[src/rtl/dst4_mac_sched.sv]
`default_nettype none
// ============================================================================
// Module      : dst4_mac_sched
// Description : Sequencer for an external combinational 4-tap signed MAC in
//               the 4x4 DST-VII datapath. Accepts one 4-sample block. Then
//               runs the MAC once per matrix row (or per column for the
//               inverse). Streams the four coefficients out one per beat.
//               Ports:
//                 clk, rst                  clock / sync active-high reset
//                 in_valid/in_ready         block handshake
//                 in_x, in_inv              samples, inverse select
//                 mac_x, mac_c, mac_y       operands to / result from MAC
//                 out_valid/out_ready       result-beat handshake
//                 out_y, out_idx, out_last  coefficient, index k, k==3 flag
//                 busy                      high while a block is in flight
// Revision    : 1.0 - initial release
// ============================================================================
module dst4_mac_sched #(
    parameter int IN_W    = 12,
    parameter int COEFF_W = 8,
    parameter int OUT_W   = IN_W + COEFF_W + 2,
    parameter int SHIFT   = 0
) (
    input  logic                 clk,
    input  logic                 rst,
    input  logic                 in_valid,
    output logic                 in_ready,
    input  logic [4*IN_W-1:0]    in_x,
    input  logic                 in_inv,
    output logic [4*IN_W-1:0]    mac_x,
    output logic [4*COEFF_W-1:0] mac_c,
    input  logic [OUT_W-1:0]     mac_y,
    output logic                 out_valid,
    input  logic                 out_ready,
    output logic [OUT_W-1:0]     out_y,
    output logic [1:0]           out_idx,
    output logic                 out_last,
    output logic                 busy
);

    typedef enum logic [1:0] {
        ST_IDLE = 2'd0,
        ST_CALC = 2'd1,
        ST_OUT  = 2'd2
    } state_t;

    // DST-VII matrix, row-major: entry (row, col) lives at index {row, col}.
    localparam int c_rom [16] = '{ 29,  55,  74,  84,
                                   74,  74,   0, -74,
                                   84, -29, -74,  55,
                                   55, -84,  74, -29 };

    state_t              state_q, state_d;
    logic [1:0]          k_q, k_d;
    logic [4*IN_W-1:0]   x_q, x_d;
    logic                inv_q, inv_d;
    logic [OUT_W-1:0]    y_q, y_d;
    logic                valid_q, valid_d;
    logic                ready_q, ready_d;
    logic                busy_q, busy_d;
    logic                last_q, last_d;
    logic [OUT_W-1:0]    w_round;

    // Operands are only presented during CALC so the MAC inputs stay quiet
    // the rest of the time.
    assign mac_x = (state_q == ST_CALC) ? x_q : '0;

    generate
        for (genvar n = 0; n < 4; n++) begin : g_col
            logic [1:0] w_row;
            logic [1:0] w_col;
            // The inverse uses the transpose, so row and column swap roles.
            assign w_row = inv_q ? 2'(n) : k_q;
            assign w_col = inv_q ? k_q : 2'(n);
            assign mac_c[n*COEFF_W +: COEFF_W] = (state_q == ST_CALC) ?
                                                 COEFF_W'(c_rom[{w_row, w_col}]) : '0;
        end
    endgenerate

    generate
        if (SHIFT == 0) begin : g_pass
            assign w_round = mac_y;
        end else begin : g_round
            localparam logic [OUT_W:0] c_half = (OUT_W+1)'(1) << (SHIFT - 1);
            logic signed [OUT_W:0] w_sum;
            // One guard bit keeps the rounding add from overflowing.
            assign w_sum   = $signed({mac_y[OUT_W-1], mac_y} + c_half);
            assign w_round = OUT_W'(w_sum >>> SHIFT);
        end
    endgenerate

    always_comb begin
        state_d = state_q;
        k_d     = k_q;
        x_d     = x_q;
        inv_d   = inv_q;
        y_d     = y_q;
        case (state_q)
            ST_IDLE: begin
                if (in_valid && ready_q) begin
                    x_d     = in_x;
                    inv_d   = in_inv;
                    k_d     = 2'd0;
                    state_d = ST_CALC;
                end
            end
            ST_CALC: begin
                y_d     = w_round;
                state_d = ST_OUT;
            end
            ST_OUT: begin
                if (out_ready) begin
                    if (k_q == 2'd3) begin
                        state_d = ST_IDLE;
                    end else begin
                        k_d     = k_q + 2'd1;
                        state_d = ST_CALC;
                    end
                end
            end
            default: state_d = ST_IDLE;
        endcase
        // Handshake outputs are registered from the next state, so they
        // line up with the state they describe.
        valid_d = (state_d == ST_OUT);
        ready_d = (state_d == ST_IDLE);
        busy_d  = (state_d != ST_IDLE);
        last_d  = (state_d == ST_OUT) && (k_d == 2'd3);
    end

    always_ff @(posedge clk) begin
        if (rst) begin
            state_q <= ST_IDLE;
            k_q     <= 2'd0;
            x_q     <= '0;
            inv_q   <= 1'b0;
            y_q     <= '0;
            valid_q <= 1'b0;
            ready_q <= 1'b1;
            busy_q  <= 1'b0;
            last_q  <= 1'b0;
        end else begin
            state_q <= state_d;
            k_q     <= k_d;
            x_q     <= x_d;
            inv_q   <= inv_d;
            y_q     <= y_d;
            valid_q <= valid_d;
            ready_q <= ready_d;
            busy_q  <= busy_d;
            last_q  <= last_d;
        end
    end

    assign in_ready  = ready_q;
    assign out_valid = valid_q;
    assign out_y     = y_q;
    assign out_idx   = k_q;
    assign out_last  = last_q;
    assign busy      = busy_q;

endmodule
`default_nettype wire
[config.mk]
export PLATFORM = sky130hd
export DESIGN_NAME = dst4_mac_sched
export DESIGN_NICKNAME = d
export VERILOG_FILES = /design/src/rtl/dst4_mac_sched.sv
export SDC_FILE = /design/constraint.sdc
export NUM_CORES = 1
export LEC_CHECK = 0
export CAP_MARGIN = 25
export CORE_MARGIN = 8
export CORE_UTILIZATION = 35
export CTS_BUF_LIST = sky130_fd_sc_hd__clkbuf_4
export CTS_CLUSTER_DIAMETER = 200
export DETAILED_ROUTE_END_ITERATION = 7
export HOLD_SLACK_MARGIN = 0.02
export PLACE_DENSITY = 0.68
export SLEW_MARGIN = 25
export SYNTH_ARGS = -nofsm -noshare
export SYNTH_HDL_FRONTEND = slang
export SYNTH_SLANG_ARGS = --single-unit
[constraint.sdc]
create_clock -name clk -period 3.35 [get_ports clk]
set_input_delay 0.335 -clock clk [delete_from_list [all_inputs] [get_ports clk]]
set_output_delay 0.335 -clock clk [all_outputs]
set_load 0.01 [all_outputs]
### Yosys cells after proc, flatten, opt, wreduce, memory -nomap -nowiden

Memory sizes are Yosys's and may differ from the RTL's.
Cells that the tools add are included.
Widths: inputs -> output; s select.

| operators by class | value |
|---|---|
| add/sub/neg operators | 1 |
| $lt $le $gt $ge | 4 |
| equal/unequal tests | 5 |
| multiplexer cells | 29 |
| bitwise gates (word level) | 4 |
| reduce and logical (&&, ||, !) cells | 6 |

Operators with widths:

| operator | number |
|---|---|
| $mux 8 | 12 |
| $mux 48 | 1 |
| $mux 2 | 13 |
| $ge 5x5->1 const B | 4 |
| $not 4->5 | 4 |
| $eq 2x2->1 const B | 4 |
| $pmux 2 s3 | 1 |
| $logic_not 2->1 | 2 |
| $pmux 2 s2 | 1 |
| $add 2x1->2 const B | 1 |
| $eq 2x1->1 const B | 1 |
| $logic_and 1x1->1 | 2 |
| $reduce_and 2->1 | 1 |
| $reduce_bool 2->1 | 1 |
| $mux 1 | 1 |

| word-level totals | value |
|---|---|
| register bits | 79 |
| memory bits (read-only) | 2048 |
| input bits | 75 |
| word-level logic and storage cells | 62 |
| memories kept | 4 |

Memories:

| memory | words | bits a word | read ports | clocked after Yosys merged registers in | write ports | RTL line | source |
|---|---|---|---|---|---|---|---|
| (no name shown) | 16 | 32 | 1 | 0 | 0 | 76 | `COEFF_W'(c_rom[{w_row, w_col}]) : '0;` |
| (no name shown) | 16 | 32 | 1 | 0 | 0 | 76 |  |
| (no name shown) | 16 | 32 | 1 | 0 | 0 | 76 |  |
| (no name shown) | 16 | 32 | 1 | 0 | 0 | 76 |  |

### Longest topological paths before layout

| logic depth | value |
|---|---|
| word-level depth | 6 |
| mapped depth | 9 |
| depth with buffers taken out | 7 |

### Least setup slack after synthesis

Ideal clock, no wire load.

| path | value |
|---|---|
| path kind | register to output |
| from | reg k_q[0], in the netlist out_idx[0] |
| to | out mac_c[1] |
| arrival time | 1901 ps |
| data required time | 3015 ps |
| slack | 1114 ps |
| stages on the path, launching flop included | 8 |
| cell sequence | dfxtp_1 > buf_2 > buf_2 > nand2_1 > inv_1 > ha_1 > mux2_2 > a2111oi_2 |

| between the ends | value |
|---|---|
| cells in the longest elaborated chain, start to end | 6 |
| elaborated cells between the ends (all ways) | 7 |

Ends and longest elaborated chain:

| what | RTL line | source |
|---|---|---|
| start, declared | 54 | `logic [1:0] k_q, k_d;` |
| start signal, assigned | 144 | `k_q <= k_d;` |
| $mux 2 (on tied branches) | 74, 73 |  |
| $not 4->5 (implied by the code) * | 76 |  |
| $mem_v2 16x32 * | n/a |  |
| $mux 8 (implied by the code) * (2 in series) | 76 |  |
| $mux 8 * | 75 | `assign mac_c[n*COEFF_W +: COEFF_W] = (state_q == ST_CALC) ?` |
| end, declared | 31 | `output logic [4*COEFF_W-1:0] mac_c,` |

Mark *: on every way between the ends. The rest lies on a longest branch, timed or not. The select of a mux whose other input is x is not followed.

### Worst setup path in the final report

| path | value |
|---|---|
| from | reg inv_q |
| to | out mac_c[25] |

| between the ends | value |
|---|---|
| cells in the longest elaborated chain, start to end | 6 |
| elaborated cells between the ends (all ways) | 7 |

Ends and longest elaborated chain:

| what | RTL line | source |
|---|---|---|
| start, declared | 56 | `logic inv_q, inv_d;` |
| start signal, assigned | 146 | `inv_q <= inv_d;` |
| $mux 2 (on tied branches) | 74, 73 |  |
| $not 4->5 (implied by the code) * | 76 |  |
| $mem_v2 16x32 * | n/a |  |
| $mux 8 (implied by the code) * (2 in series) | 76 |  |
| $mux 8 * | 75 |  |

Marked as above.

==> flow_summary_export.csv <==
group,metric,value,unit
yosys,syn_inst,515,
clocking,cts_max_level,3,
floorplanning,die_w,121,µm
yosys,synth_seq_cells,79,
grt,track_usage,16.4,%
clocking,cts_tree,"built",
setup_path,cp.required,3010,ps
min_path,hp-class,"input port to register",
yosys,synth_edf_count,0,
cells_and_area,layout_commonest_cell,"clkdlybuf4s50_1",
setup_path,critPathCaptureType,"output pin",
setup_path,critical-path-top-delay-family,"buffers and inverters",
yosys,synth_top_area_share,40.8,%
grt,grt_pass1_wl,19700,µm
clocking,clock_latency,430,ps
yosys,syn_area,3880,µm²
cells_and_area,design_area,5900,µm²
setup_path,cp.depth,7,
yosys,syn_nets,606,
setup_path,worstPathMaxFanout,15,
setup_path,path_cells,"buf_4 > nand2b_1 > ha_1 > o21ai_0 > o22ai_1 > a211o_1 > clkdlybuf4s50_1",
grt,grt_pass1_vias,3863,
floorplanning,std_cell_rows,38,
grt,grt_antenna_before_repair,0,
sta,worstMarginPinSlew,824,ps
drt,vias,3894,
setup_path,setup.reg_to_reg.worst_slack,1460,ps
power_and_ir_drop,p_leak,2.22,nW
grt,grt_max_degree,60,
job,drv_cap,0,
drt,wirelength,12300,µm
floorplanning,core,10800,µm²
power_and_ir_drop,pwr_density_cell,365,nW/µm²
drt,postRouteAntennaNets,0,
setup_path,worstSetupPathType,"register to output pin",
yosys,synth_async_sr_flop_share,0,%
yosys,yosysWarnings,0,
clocking,clk_pin_slew,140,ps
sta,fin_crit,3160,ps
setup_path,r2r_cells,4,
setup_path,slowest_delay,480,ps
place,dp_hpwl,8920,µm
clocking,cts_hold_buf,0,
setup_path,crit_buf_inv,2,
place,place_area,5740,µm²
sta,setup_viol,0,
cells_and_area,seqCellArea,1580,µm²
power_and_ir_drop,vdd_drop_max,0.211,mV
yosys,synth_ff_type,"dfxtp_1",
grt,gr-total-overflow,0,
clocking,cts_buffers,9,
cells_and_area,finalNetCount,767,
setup_path,cp_slowest_cell,"clkdlybuf4s50_1",
min_path,min-delay-start,"mac_y[11]",
cells_and_area,nFillCells,1074,
sta,finalMaxSlewViolations,0,
place,gp_congestion,0.830,
sta,hold_viol,0,
floorplanning,design.portCount,183,
clocking,clockBufferDepth,2,
sta,period_share,94.2,%
yosys,yosys-top-cells-area,"dfxtp_1 (41%), nand2_1 (14%), a21oi_1 (12%)",
drt,drc_errors,0,
sta,clock_skew,10.9,ps
setup_path,worstReg2RegEnd,"out_last",
floorplanning,initial_core_util,35.8,%
place,portBuffers,182,
setup_path,critPathArrivalTime,2820,ps
cells_and_area,area_growth,52.3,%
clocking,cts_sinks,79,
setup_path,r2r-start,"state_q[1]",
cells_and_area,diodes,0,
sta,timing.fmax,317,MHz
drt,drt_first_pass_iters,4,
yosys,syn_area_per_cell,7.53,µm²
status,status,"complete, no violations",
min_path,whs_path_depth,3,
sta,whs,432,ps
clocking,cts_root_buf,"clkbuf_4",
sta,final.setup.tns,0,ps
yosys,seq_area_frac_synth,40.8,%
cells_and_area,multi_input_area,2060,µm²
floorplanning,die_area,14700,µm²
sta,rsz0062_at_grt,"no",
floorplanning,fp.dieH,121,µm
cells_and_area,final_cell_mix,"clkdlybuf4s50_1 (180), nand2_1 (149), a21oi_1 (90), dfxtp_1 (78), and2_1 (51)",
cells_and_area,drive_gt1_share,5.43,%
drt,post_drt_wl_per_cell,15.0,µm
yosys,ys_types,43,
min_path,hold_end,"out_y[11]",
sta,relSlewSlack,45.1,%
drt,viasPerCell,4.74,
drt,dr.first_iter.drc_count,299,
setup_path,start_kind,"register",
yosys,yosysTopAreaCell,"dfxtp_1",
flip-flops by register name, summed over array words and instances, names as in the netlist:
register	cells
state_q	2
in_ready	1
out_valid	1
out_idx	2
out_last	1
inv_q	1
x_q	48
out_y	22
busy	1
layer usage:
metal	vias to the layer above	routed length, µm	track usage (%)
met5	-	0	0
met2	132	5930	27.2
met3	15	1140	7.12
met1	1756	5020	18.5
li1	1991	-	-
met4	0	199	5.09
synth_stat cells (2+ instances only):
cell / count
mux2i_1: 2
nor2b_1: 10
nor2_1: 16
buf_6: 2
clkbuf_1: 11
nor3_1: 7
buf_2: 16
nand2b_1: 5
o21ai_0: 8
buf_4: 7
ha_1: 16
a21oi_1: 90
and2_1: 51
buf_1: 6
nand3_1: 5
o21bai_1: 2
nand2_1: 149
dfxtp_1: 79
inv_1: 7
mux2_2: 2
a2111oi_2: 2
what timing repair did:
item                                    CTS  global route
hold endpoints to repair                  0             0
buffers inserted                          0             0
resized for setup                         0             2
endpoints found under the setup margin    0             4
cell type report:
class,instances,share of cell area (%)
Multi-Input combinational cell,387,34.9
Tap cell,140,2.97
Clock inverter,7,1.21
Sequential cell,79,26.8
Clock buffer,9,1.14
Inverter,7,0.445
Timing Repair Buffer,192,32.5
per-stage QoR:
| stage | total power, mW | util [%] | instances | setup slack (ps) |
|---|---|---|---|---|
| floorplan | 1.34 | - | 515 | 1110 |
| global placement | 1.59 | 52.9 | 804 | 678 |
| detailed placement | 1.60 | 52.9 | 804 | 561 |
| CTS | 2.19 | 54.2 | 820 | 54.6 |
| global route | 2.29 | 54.4 | 821 | 12.9 |
| finish | 2.15 | 54.4 | 821 | 195 |
worst max-delay path by stage:
stage	slack (ps)	startpoint	end
after CTS	50	inv_q	mac_c[25]
after global routing	10	inv_q	mac_c[25]
final	190	inv_q	mac_c[25]
after global placement	680	inv_q	mac_c[25]
after detailed placement	560	inv_q	mac_c[25]
after floorplan	1110	out_idx[0]	mac_c[1]
power breakdown:
part | switching [mW] | leakage, nW | total (mW) | internal (mW)
Combinational | 0.264 | 1.50 | 0.533 | 0.269
Clock | 0.346 | 0.0716 | 0.574 | 0.228
Sequential | 0.0357 | 0.646 | 1.05 | 1.01
worst reg2reg max path: cells and delay by family (launching register included):
family,cells,cell delay [ps]
flip-flops,1,520
buffers and inverters,1,330
AO/OA/AOI/OAI,1,100
AND/OR/NAND/NOR,2,860
cell families (layout without fill, tap and decap cells):
| family | Yosys count | after routing | share of synthesized area, % |
|---|---|---|---|
| XOR/XNOR | 2 | 2 | 0.452 |
| adder cells (fa/ha/maj) | 16 | 16 | 5.16 |
| AO/OA/AOI/OAI | 112 | 112 | 15.8 |
| AND/OR/NAND/NOR | 253 | 253 | 30.3 |
| flip-flops | 79 | 79 | 40.8 |
| multiplexers | 4 | 4 | 1.10 |
| buffers and inverters | 49 | 215 | 6.33 |
No activity file was read; power rests on OpenSTA's default activity.
==> edit 1 (config.mk and constraints unchanged) <==
Set the parameter `IN_W` to 14 (it was 12).
--- a/src/rtl/dst4_mac_sched.sv
+++ b/src/rtl/dst4_mac_sched.sv
@@ -16,7 +16,7 @@
 // Revision    : 1.0 - initial release
 // ============================================================================
 module dst4_mac_sched #(
-    parameter int IN_W    = 12,
+    parameter int IN_W    = 14,
     parameter int COEFF_W = 8,
     parameter int OUT_W   = IN_W + COEFF_W + 2,
     parameter int SHIFT   = 0
Interface: changed (resized in_x, mac_x, mac_y and out_y); port bits go from 183 to 203. The function was not compared with the original's and may differ.
==> edit 1 against the unedited design <==
  * Clock skew is 5.8 ps higher
  * Final area is 9.2% higher
  * Wire length is 20% higher
  * Synthesized area is 9.3% higher
  * Total power is 12% higher
  * Sequential cell count is 10 higher
  * Core utilization is 0.35 points lower
  * Worst setup slack worse by 45 ps
  * Maximum frequency is 1.4% lower
  * Critical path depth is 1 higher
  * Largest cell class unchanged
==> edit 1: results (changes against the unedited design) <==
* Post-synth top cells: 171 x nand2_1, 101 x a21oi_1, 89 x dfxtp_1
* Ratio of cells with drive above 1 in the final layout at 0.0481 (-0.00627)
* Area contributors post-synth: dfxtp_1 42%, nand2_1 15%, a21oi_1 12%, and2_1 8.6%, ha_1 4.7%
* Tot GR Track Use at 0.186 (+0.0228)
* Status: finished, final reports clean
* Register area share after synthesis at 0.421 (+0.0127)
* DR pass1 iterations at 5 (+1)
* Placer congestion estimate at 0.839 (+1.1%)
* Leakage at 2.41 nW (+8.8%)
* Relative slew slack at 0.549 (+0.0987)
* Port bufs at 202 (+11%)
* Syn_nets at 669 (+10%)
* Largest net degree at the start of global routing at 58 (-3.3%)
* CTS resizes at 1 (+1)
* First-pass GRT wire length at 24.0 mm (+22%)
* Later-pin clock latency in the skew report at 450 ps (+20 ps)
* Vias in the first global route at 4633 (+20%)
* Crit-path max FO at 16 (+1)
* Nets at 846 (+10%)
* Xor and xnor area share after synthesis at 0.00414 (-0.000383)
* Clock buffer depth at 2 (unchanged)
* Largest register FFs at 56 (+17%)
* Fillcell total at 1156 (+7.6%)
* Mux contribution to synthesized area at 0.00975 (-0.00123)
* WL final at 14.8 mm (+20%)
* Internal at 1.67 mW (+11%)
* Clock skew at 16.7 ps (+5.82 ps)
* Adder-cell share of the synthesized area at 0.0473 (-0.00438)
* Synth Area in Compound Gates at 0.159 (+0.000743)
* DR vias at 4438 (+14%)
* Dpl hpwl at 10.7 mm (+20%)
* Initial drt markers at 275 (-8.0%)
edit 1: through the flow:
| stage | utilization | instances | setup WS (ps) | hold slack, ps | area [sq um] |
|---|---|---|---|---|---|
| 6_report | 0.541 | 896 | 150 | 410 | 6440 |
| 5_1_grt | 0.541 | 896 | 8.19 | 374 | 6440 |
| 4_1_cts | 0.541 | 896 | 189 | 362 | 6440 |
| 3_5_place_dp | 0.530 | 881 | 530 | 442 | 6310 |
| 3_3_place_gp | 0.530 | 881 | 514 | 437 | 6310 |
| 2_1_floorplan | - | 568 | 833 | 418 | 4240 |
edit 1: cell families after synthesis:
kind of cell / count (synthesis)
XOR/XNOR: 2
multiplexers: 4
AND/OR/NAND/NOR: 279
adder cells (fa/ha/maj): 16
flip-flops: 89
buffers and inverters: 53
AO/OA/AOI/OAI: 125
edit 1: worst paths after layout:
path / startpoint / end / slack [ps] / depth (start not counted)
min reg2reg: x_q[25] / x_q[25] / 460 / 2
max: inv_q / mac_c[5] / 150 / 8
min: rst / x_q[6] / 410 / 2
max reg2reg: state_q[1] / out_y[18] / 1460 / 4
edit 1: routing by layer:
metal,global-route usage,wire (um),part of all wire
met5,0,0,0
met3,0.0797,1490,0.10
met4,0.0701,232,0.016
met1,0.206,6190,0.42
met2,0.311,6890,0.47
edit 1: cell type report:
| type | instances | area share |
|---|---|---|
| clock buffers | 10 | 0.0117 |
| well taps | 147 | 0.0285 |
| clock inverters | 5 | 0.00874 |
| multi-input cells | 426 | 0.346 |
| flip-flops and latches | 89 | 0.277 |
| repair buffers | 212 | 0.325 |
| inverters | 7 | 0.00408 |
edit 1: power groups by stage:
stage / Sequential, mW / Clock, mW / Combinational, mW
floorplan: 1.21 / 0 / 0.312
global placement: 1.21 / 0 / 0.607
detailed placement: 1.21 / 0 / 0.617
CTS: 1.19 / 0.641 / 0.619
global route: 1.20 / 0.688 / 0.674
finish: 1.19 / 0.610 / 0.610
==> edit 2 (config.mk and constraints unchanged) <==
Without the edit above. Reset style: asynchronous (`rst`), changed in one clocked block. Comments in the files are not updated.
--- a/src/rtl/dst4_mac_sched.sv
+++ b/src/rtl/dst4_mac_sched.sv
@@ -128,7 +128,7 @@
         last_d  = (state_d == ST_OUT) && (k_d == 2'd3);
     end
 
-    always_ff @(posedge clk) begin
+    always_ff @(posedge clk or posedge rst) begin
         if (rst) begin
             state_q <= ST_IDLE;
             k_q     <= 2'd0;
Formal check against the unedited RTL: differs if rst is asserted again (counterexample within 4 cycles, from zero or initial values and one cycle with rst high); with rst held inactive, the same outputs for 4 cycles.
==> edit 2 against the unedited design <==
  * Cell count up 0.24%
  * Core utilization fell by 1.5 points
  * Wire length grew 3.7%
  * Sequential cell count unchanged
  * Worst setup slack improved by 82 ps
  * Final area is 6.0% higher
  * Synthesized area up 7.6%
  * Highest routed layer unchanged
Power is not compared: it rests on default switching activity, and its combinational part moved more than twofold at a synthesized area within 25%.
==> edit 2: results (changes against the unedited design) <==
* Syn_nets at 591 (-2.5%)
* Crit-path max FO at 11 (-4)
* Ratio of cells with drive above 1 in the final layout at 0.0710 (+0.0167)
* Synth warn at 0 (unchanged)
* Placed Cells at 808 (+0.50%)
* Mean routed wirelength per cell at 15.5 um (+3.5%)
* Adder-cell share of the synthesized area at 0.0480 (-0.00364)
* Setup Buffers After CTS at 0 (unchanged)
* ANT cells at 0 (unchanged)
* Area contributors post-synth: dfrtp_1 47%, nand2_1 20%, and2_1 7.8%, ha_1 4.8%, buf_2 1.6%
* CTS resizes at 0 (unchanged)
* Ys flop type: dfrtp_1
* Nets at 763 (-0.52%)
* Later-pin clock latency in the skew report at 410 ps (-20 ps)
* Dpl hpwl at 9.77 mm (+9.5%)
* Distinct cells, synth at 42 (-2.3%)
* Top delay family on crit path: buffers and inverters
* Clock skew at 13.3 ps (+2.42 ps)
* DR pass1 iterations at 4 (unchanged)
* WP data arrival at 2740 ps (-80 ps)
* Largest net degree at the start of global routing at 52 (-13%)
* Post-synth top cells: 222 x nand2_1, 78 x dfrtp_1, 52 x and2_1
* HP Class: input pin to asynchronous set/reset pin
* Placer congestion estimate at 0.934 (+13%)
* Worst VDD drop at 0.000279 V
* First-pass GRT wire length at 20.9 mm (+6.4%)
* Register area share after synthesis at 0.474 (+0.0663)
* CTS buffer count at 9 (unchanged)
* Initial antenna violation count at 0 (unchanged)
* Relative slew slack at 0.382 (-0.0685)
* Xor and xnor area share after synthesis at 0.00420 (-0.000319)
* GRT met2 Usage at 0.275 (+0.00234)
* Root buffer cell: clkbuf_4
* Post-Syn Instances at 500 (-2.9%)
* Initial drt markers at 253 (-15%)
* WL final at 12.7 mm (+3.7%)
* Status: finished, final reports clean
* CTS clk-pin slew, worst paths at 130 ps
* Biggest register: x_q
* Post-synth ARST share at 1.00 (+1.00)
* Vias in the first global route at 3914 (+1.3%)
* Synth Area in Compound Gates at 0.0696 (-0.0889)
* Fillcell total at 1134 (+5.6%)
* Tot GR Track Use at 0.162 (-0.00108)
* CP max stage delay at 520 ps (+40 ps)
* Port bufs at 182 (unchanged)
* Largest register FFs at 48 (unchanged)
* GR Util met3 at 0.0663 (-0.00490)
* CP max-delay cell: dfrtp_1
* DR vias at 3839 (-1.4%)
* Mux contribution to synthesized area at 0.0126 (+0.00163)
* Clock buffer depth at 2 (unchanged)
* H-tree levels at 3 (unchanged)
* GR met1 Demand/Resource at 0.185 (-0.000192)
==> edit 2: cell count changes in the layout (fill, tap and decap cells not counted), moves of 4 or more <==
cell	unedited run	this run
dfrtp_1	0	76
nand2_1	149	222
nor2b_1	10	4
nor3_1	7	3
dfxtp_1	78	0
a21oi_1	90	9
nor2_4	1	5
==> edit 2: final timing paths <==
check / start / end / slack (ps) / depth (start not counted)
setup / recovery: out_idx[1] / mac_c[1] / 280 / 8
hold / removal: rst / x_q[7] / 270 / 2
setup reg to reg: state_q[1] / inv_q / 1580 / 4
hold reg to reg: x_q[13] / x_q[13] / 480 / 2
max in group asynchronous: rst / in_ready / 2320 / 3
min in group clk: in_x[36] / x_q[36] / 430 / 3
==> edit 2: through the flow <==
step                      hold slack [ps]  cell area [sq um]  total power, mW  setup slack, ps   util
after floorplan                       437               4170             3.33              993      -
after global placement                449               6080             4.59              649  0.515
after detailed placement              454               6080             4.65              621  0.515
after CTS                             263               6250             5.37              126  0.529
after global routing                  284               6260             5.73              109  0.530
final                                 267               6260             5.29              277  0.530
==> edit 2: report_power, final <==
group	internal (mW)	switching, mW	total (mW)	leakage [nW]
logic	1.40	1.53	2.93	1.89
registers	1.40	0.266	1.67	0.981
clock network	0.378	0.318	0.696	0.0915
==> edit 2: final cells by class <==
type | count | area [sq um] | share of cell area
multi-input cells | 379 | 1980 | 0.316
repair buffers | 192 | 1900 | 0.303
clock buffers | 10 | 75.1 | 0.0120
flip-flops and latches | 79 | 1980 | 0.317
well taps | 147 | 184 | 0.0294
inverters | 11 | 45.0 | 0.00720
clock inverters | 5 | 97.6 | 0.0156
==> edit 2: routing by layer <==
metal,vias up,wire (um)
li1,1896,-
met5,-,0
met3,14,1090
met2,121,6200
met1,1808,5290
met4,0,165
